File: config.mk
export PLATFORM = sky130hd
export DESIGN_NAME = keypad_encoder_flat
export DESIGN_NICKNAME = d
export VERILOG_FILES = /design/src/rtl/keypad_encoder_if.sv /design/src/rtl/keypad_encoder.sv /design/src/flat_wrapper.sv
export SDC_FILE = /design/constraint.sdc
export NUM_CORES = 1
export LEC_CHECK = 0
export CAP_MARGIN = 10
export CORE_MARGIN = 1
export CORE_UTILIZATION = 55
export DETAILED_ROUTE_END_ITERATION = 6
export PLACE_DENSITY = 0.86
export REMOVE_ABC_BUFFERS = 1
export SYNTH_ARGS = -nofsm -noshare
export SYNTH_HDL_FRONTEND = slang
export SYNTH_SLANG_ARGS = --single-unit
File: constraint.sdc
create_clock -name clock50MHz -period 4.5 [get_ports clock50MHz]
set_clock_uncertainty 0.1 [all_clocks]
set_input_delay 0.675 -clock clock50MHz [delete_from_list [all_inputs] [get_ports clock50MHz]]
set_output_delay 0.675 -clock clock50MHz [all_outputs]
set_load 0.05 [all_outputs]
File: src/rtl/keypad_encoder_if.sv
// Keypad-side and consumer-side signals of keypad_encoder, grouped for port connection.
// master = encoder side (drives columns and key data), slave = keypad/consumer side.
interface keypad_encoder_if;
    logic [3:0] Rows;
    logic [3:0] Cols;
    logic       ack;
    logic [3:0] KeypadData;
    logic       dav;
    logic [1:0] ScanStateFlag;

    modport master (
        input  Rows, ack,
        output Cols, KeypadData, dav, ScanStateFlag
    );

    modport slave (
        output Rows, ack,
        input  Cols, KeypadData, dav, ScanStateFlag
    );
endinterface

File: src/rtl/keypad_encoder.sv
// 4x4 matrix keypad scanner with press/release debounce and key-code encoding.
// Optional macro KEYPAD_DAV_LATCH_EN: dav stays set until the consumer pulses ack.
module keypad_encoder #(
    parameter int SCAN_DIV     = 50000,
    parameter int DEBOUNCE_CNT = 8
) (
    input logic              clock50MHz,
    input logic              reset,
    keypad_encoder_if.master kif
);

`ifdef KEYPAD_DAV_LATCH_EN
    localparam bit DAV_LATCH = 1'b1;
`else
    localparam bit DAV_LATCH = 1'b0;
`endif

    localparam int TW = (SCAN_DIV > 1) ? $clog2(SCAN_DIV) : 1;
    localparam int CW = $clog2(DEBOUNCE_CNT + 1);

    typedef enum logic [1:0] {
        SCAN     = 2'd0,
        DEBOUNCE = 2'd1,
        PRESSED  = 2'd2,
        RELEASE  = 2'd3
    } state_t;

    state_t          state, state_n;
    logic [1:0]      col_idx, col_n;
    logic [1:0]      row_idx, row_n;
    logic [CW-1:0]   cnt, cnt_n;
    logic [3:0]      data_q, data_n;
    logic            dav_q, dav_n;
    logic [3:0]      rows_m, rows_s;
    logic [TW-1:0]   div_cnt;
    logic            tick;
    logic            row_low;
    logic [CW-1:0]   cnt_inc;

    function automatic logic [1:0] first_low(input logic [3:0] r);
        if (!r[0]) return 2'd0;
        if (!r[1]) return 2'd1;
        if (!r[2]) return 2'd2;
        return 2'd3;
    endfunction

    function automatic logic [3:0] key_code(input logic [1:0] r, input logic [1:0] c);
        case ({r, c})
            4'b00_00: return 4'h1;
            4'b00_01: return 4'h2;
            4'b00_10: return 4'h3;
            4'b00_11: return 4'hA;
            4'b01_00: return 4'h4;
            4'b01_01: return 4'h5;
            4'b01_10: return 4'h6;
            4'b01_11: return 4'hB;
            4'b10_00: return 4'h7;
            4'b10_01: return 4'h8;
            4'b10_10: return 4'h9;
            4'b10_11: return 4'hC;
            4'b11_00: return 4'hE;
            4'b11_01: return 4'h0;
            4'b11_10: return 4'hF;
            default:  return 4'hD;
        endcase
    endfunction

    // NOTE: Rows are asynchronous; nothing may look at them before the second flop.
    always_ff @(posedge clock50MHz or negedge reset) begin
        if (!reset) begin
            rows_m <= 4'hF;
            rows_s <= 4'hF;
        end else begin
            rows_m <= kif.Rows;
            rows_s <= rows_m;
        end
    end

    assign tick = (div_cnt == TW'(SCAN_DIV - 1));

    always_ff @(posedge clock50MHz or negedge reset) begin
        if (!reset) div_cnt <= '0;
        else        div_cnt <= tick ? '0 : div_cnt + TW'(1);
    end

    // Only the captured key is watched once a press has been detected.
    assign row_low = ~rows_s[row_idx];
    assign cnt_inc = cnt + CW'(1);

    // NOTE: every output of this block gets a default first, so no path can infer a latch.
    always_comb begin
        state_n = state;
        col_n   = col_idx;
        row_n   = row_idx;
        cnt_n   = cnt;
        data_n  = data_q;
        dav_n   = dav_q;
        if (DAV_LATCH && kif.ack) dav_n = 1'b0;
        if (tick) begin
            case (state)
                SCAN: begin
                    if (rows_s == 4'hF) begin
                        col_n = col_idx + 2'd1;
                    end else begin
                        row_n   = first_low(rows_s);
                        cnt_n   = CW'(1);
                        state_n = DEBOUNCE;
                    end
                end
                DEBOUNCE: begin
                    if (row_low) begin
                        cnt_n = cnt_inc;
                        if (cnt_inc >= CW'(DEBOUNCE_CNT)) begin
                            state_n = PRESSED;
                            data_n  = key_code(row_idx, col_idx);
                            dav_n   = 1'b1;
                        end
                    end else begin
                        state_n = SCAN;
                    end
                end
                PRESSED: begin
                    if (!row_low) begin
                        cnt_n   = CW'(1);
                        state_n = RELEASE;
                    end
                end
                RELEASE: begin
                    if (!row_low) begin
                        cnt_n = cnt_inc;
                        if (cnt_inc >= CW'(DEBOUNCE_CNT)) begin
                            if (!DAV_LATCH) dav_n = 1'b0;
                            col_n   = col_idx + 2'd1;
                            state_n = SCAN;
                        end
                    end else begin
                        state_n = PRESSED;
                    end
                end
                default: state_n = SCAN;
            endcase
        end
    end

    always_ff @(posedge clock50MHz or negedge reset) begin
        if (!reset) begin
            state   <= SCAN;
            col_idx <= 2'd0;
            row_idx <= 2'd0;
            cnt     <= '0;
            data_q  <= 4'h0;
            dav_q   <= 1'b0;
        end else begin
            state   <= state_n;
            col_idx <= col_n;
            row_idx <= row_n;
            cnt     <= cnt_n;
            data_q  <= data_n;
            dav_q   <= dav_n;
        end
    end

    assign kif.Cols          = ~(4'b0001 << col_idx);
    assign kif.KeypadData    = data_q;
    assign kif.dav           = dav_q;
    assign kif.ScanStateFlag = state;

endmodule
File: src/flat_wrapper.sv
// flat-port wrapper written by rule: the top's interface ports become plain ports
module keypad_encoder_flat 
#(
    parameter int SCAN_DIV     = 50000,
    parameter int DEBOUNCE_CNT = 8
)
  (clock50MHz, reset, kif_Rows, kif_ack, kif_Cols, kif_KeypadData, kif_dav, kif_ScanStateFlag);
  keypad_encoder_if kif_i ();
  input logic clock50MHz;
  input logic reset;
  input wire logic [$bits(kif_i.Rows)-1:0] kif_Rows;
  input wire logic [$bits(kif_i.ack)-1:0] kif_ack;
  output wire logic [$bits(kif_i.Cols)-1:0] kif_Cols;
  output wire logic [$bits(kif_i.KeypadData)-1:0] kif_KeypadData;
  output wire logic [$bits(kif_i.dav)-1:0] kif_dav;
  output wire logic [$bits(kif_i.ScanStateFlag)-1:0] kif_ScanStateFlag;
  assign kif_i.Rows = kif_Rows;
  assign kif_i.ack = kif_ack;
  assign kif_Cols = kif_i.Cols;
  assign kif_KeypadData = kif_i.KeypadData;
  assign kif_dav = kif_i.dav;
  assign kif_ScanStateFlag = kif_i.ScanStateFlag;
  keypad_encoder #(.SCAN_DIV(SCAN_DIV), .DEBOUNCE_CNT(DEBOUNCE_CNT)) u_core (.clock50MHz(clock50MHz), .reset(reset), .kif(kif_i));
endmodule
==> out/metrics.yaml <==
route:
  top_layer: "met4"
  drt_iter0_drc: 48
  post_drt_wl_per_cell_microns: 13.0
  vias: 1497
  routed-wl-met3_microns: 114
  met1_length_mm: 1.68
  drc: 0
  totalWireLength_mm: 3.46
  vias_per_cell: 5.63
  ant_nets: 0
  wl_met2_mm: 1.59
  firstDrtPassIters: 6
yosys:
  synthCells: 202
  synthMuxAreaShare_pct: 6.24
  synth_top_area_cell: "dfrtp_1"
  syn_area_per_cell_sq_um: 10.5
  yosys_warnings: 0
  synth-edff-count: 0
  yosys.area.top_type_share_pct: 36.5
  yosysUniqueCellTypes: 47
  synth_top_family_by_area: "simple AND/OR/NAND/NOR gates"
  yosysSeqAreaShare_pct: 46.4
  synthArstFlopShare_pct: 100
  synth.most_common_cell: "dfrtp_1"
  synth-xor-area-share_pct: 6.59
  ys_seq_elements: 39
  synthAdderAreaFrac_pct: 4.71
  synth-simple-area-share_pct: 24.2
  ys_top_cells_by_count: "dfrtp_1, nor2_1, nand3_1"
  synth_compound_area_share_pct: 7.30
  synthFlopType: "dfrtp_1"
  yosys-top-cells-area: "dfrtp_1, dfstp_2, ha_1"
  syn_area_sq_um: 2130
timing:
  whs_ps: 259
  worst_slew_margin_rel_pct: 45.9
  worst_pin_slew_ps: 811
  rsz0062_at_grt: "false"
  hold_viol: 0
  drv_slew: 0
  finalSetupTns_ps: 0
  final-setup-viol-count: 0
  finalCriticalPeriod_ps: 2780
  min_period_over_period_pct: 61.7
  max_clock_freq_mhz: 360
  worst_slack_ps: 1720
critical_path:
  critPathLaunchType: "register"
  reg2reg_from: "u_core.div_cnt[12]$_DFF_PN0_"
  startpoint: "u_core.div_cnt[12]$_DFF_PN0_"
  reg2reg_to: "u_core.kif.KeypadData[0]$_DFFE_PN0P_"
  cp_max_fo: 12
  endpoint: "u_core.kif.KeypadData[0]$_DFFE_PN0P_"
  worstPathRequired_ps: 4580
  arrival_ps: 2850
  r2r_cells: 5
  ff2ff_setup_slack_ps: 1720
  worst-setup-path-type: "reg -> reg"
  critPathCaptureType: "register"
flow_run:
  drv_cap: 0
cells_and_area:
  diodes: 0
  drive_above_1_share_pct: 13.3
  fill_cells: 306
  design_area_sq_um: 2380
  layout.nets: 232
  area_growth_pct: 11.8
  postLayoutCoreUtil_pct: 64.5
die:
  fp.dieW_microns: 64.2
  core_sq_um: 3690
  ios: 18
  die_h_microns: 64.2
  die_area_sq_um: 4120
  initial_core_util_pct: 57.6
  rows: 22
clock_tree:
  insertion_delay_ps: 300
  clock_path_buffers: 2
  path_clk_slew_ps: 70
  clkSinkCount: 39
  hold_buffers: 0
  ctsResizeCount: 0
  root_buffer: "clkbuf_8"
  cts_tree: "built"
  cts_setup_buffers: 0
  h-tree-depth: 2
  numCtsBuffers: 5
placement:
  place_congestion: 0.845
  hpwl_mm: 2.46
  numPortBuffers: 16
  dp_slack_ps: 1690
  place_area_sq_um: 2290
pwr:
  ir_worst_vdd_uv: 237
  power_density_nw_per_um2: 255
  power.static_leakage_nw: 1.03
global_route:
  grt_pass1_vias: 1407
  grt_use_total_pct: 19.9
  grt_start_max_net_pins: 40
  overflow: 0
  grt_first_pass_wirelength_mm: 6.22
  antenna_found_initial: 0
hold_path:
  min_delay_path_depth: 0
  min_path_type: "reg -> reg"
status:
  status: "complete, no violations"
cells by family after synthesis:
kind of cell / Yosys count
flip-flops: 39
adder cells (fa/ha/maj): 8
multiplexers: 10
XOR/XNOR: 16
AND/OR/NAND/NOR: 86
AO/OA/AOI/OAI: 24
buffers and inverters: 19
worst min path at each step:
stage	from	end	slack, ps
2_1_floorplan	u_core.rows_m[0]$_DFF_PN1_	u_core.rows_s[0]$_DFF_PN1_	250
3_3_place_gp	u_core.rows_m[0]$_DFF_PN1_	u_core.rows_s[0]$_DFF_PN1_	250
3_5_place_dp	u_core.rows_m[0]$_DFF_PN1_	u_core.rows_s[0]$_DFF_PN1_	250
4_1_cts	u_core.rows_m[0]$_DFF_PN1_	u_core.rows_s[0]$_DFF_PN1_	260
5_1_grt	u_core.rows_m[2]$_DFF_PN1_	u_core.rows_s[2]$_DFF_PN1_	270
6_report	u_core.rows_m[0]$_DFF_PN1_	u_core.rows_s[0]$_DFF_PN1_	260
critical path, cell delays in order (launching register included):
cell and delay [ps]:
dfrtp_1 430, or4b_4 570, nor4_4 560, buf_4 300, and4_1 350, mux2_1 350
layer usage:
metal / track usage (%) / up-vias
met3: 4.29 / 6
li1: - / 741
met4: 11.1 / 0
met1: 26.9 / 722
met2: 29.5 / 28
met5: 0 / -
cell type report:
type | instances | area (sq um) | share of cell area [%]
Clock inverter | 3 | 20.0 | 0.842
Tap cell | 48 | 60.1 | 2.53
Sequential cell | 39 | 986 | 41.5
Clock buffer | 5 | 68.8 | 2.89
Multi-Input combinational cell | 144 | 1040 | 43.8
Timing Repair Buffer | 17 | 163 | 6.84
Inverter | 10 | 37.5 | 1.58
cells in the final DEF (no fill, tap or decap), types with 2 or more instances in the layout:
cell	Yosys	layout
dfrtp_1	31	31
nand3_1	13	13
o21ai_1	2	2
o21ai_0	7	7
mux2i_1	5	5
nor3b_1	2	2
nand3b_1	4	4
mux4_2	2	2
and3_1	5	5
ha_1	8	8
xnor2_1	5	5
nand2_1	12	12
clkdlybuf4s50_1	0	15
dfstp_2	8	8
inv_1	10	10
clkbuf_8	0	5
nor2b_1	3	3
a21oi_1	7	7
and4_1	3	3
nor2_1	19	19
o211ai_1	2	2
xor2_1	11	11
nand4_1	10	10
nor3_1	2	2
clkinvlp_4	0	2
nor4bb_1	2	2
power by group:
part | leakage [nW] | switching (mW) | internal, mW
Combinational | 0.485 | 0.0105 | 0.00535
Sequential | 0.503 | 0.00239 | 0.357
Clock | 0.0402 | 0.123 | 0.108
Total | 1.03 | 0.136 | 0.470
through the flow:
step	std cells	total power, mW
6_report	266	0.606
3_5_place_dp	258	0.383
3_3_place_gp	258	0.382
2_1_floorplan	193	0.370
4_1_cts	266	0.616
5_1_grt	266	0.632
sequential cells by signal, summed over array words and instances (netlist names), named ones only:
signal and flops:
u_core.cnt 4, u_core.col_idx 2, u_core.div_cnt 16, u_core.kif.KeypadData 4, u_core.kif.ScanStateFlag 1, u_core.kif.dav 1, u_core.row_idx 2, u_core.rows_m 4
u_core.rows_s 4
(Power assumes the default switching activity.)
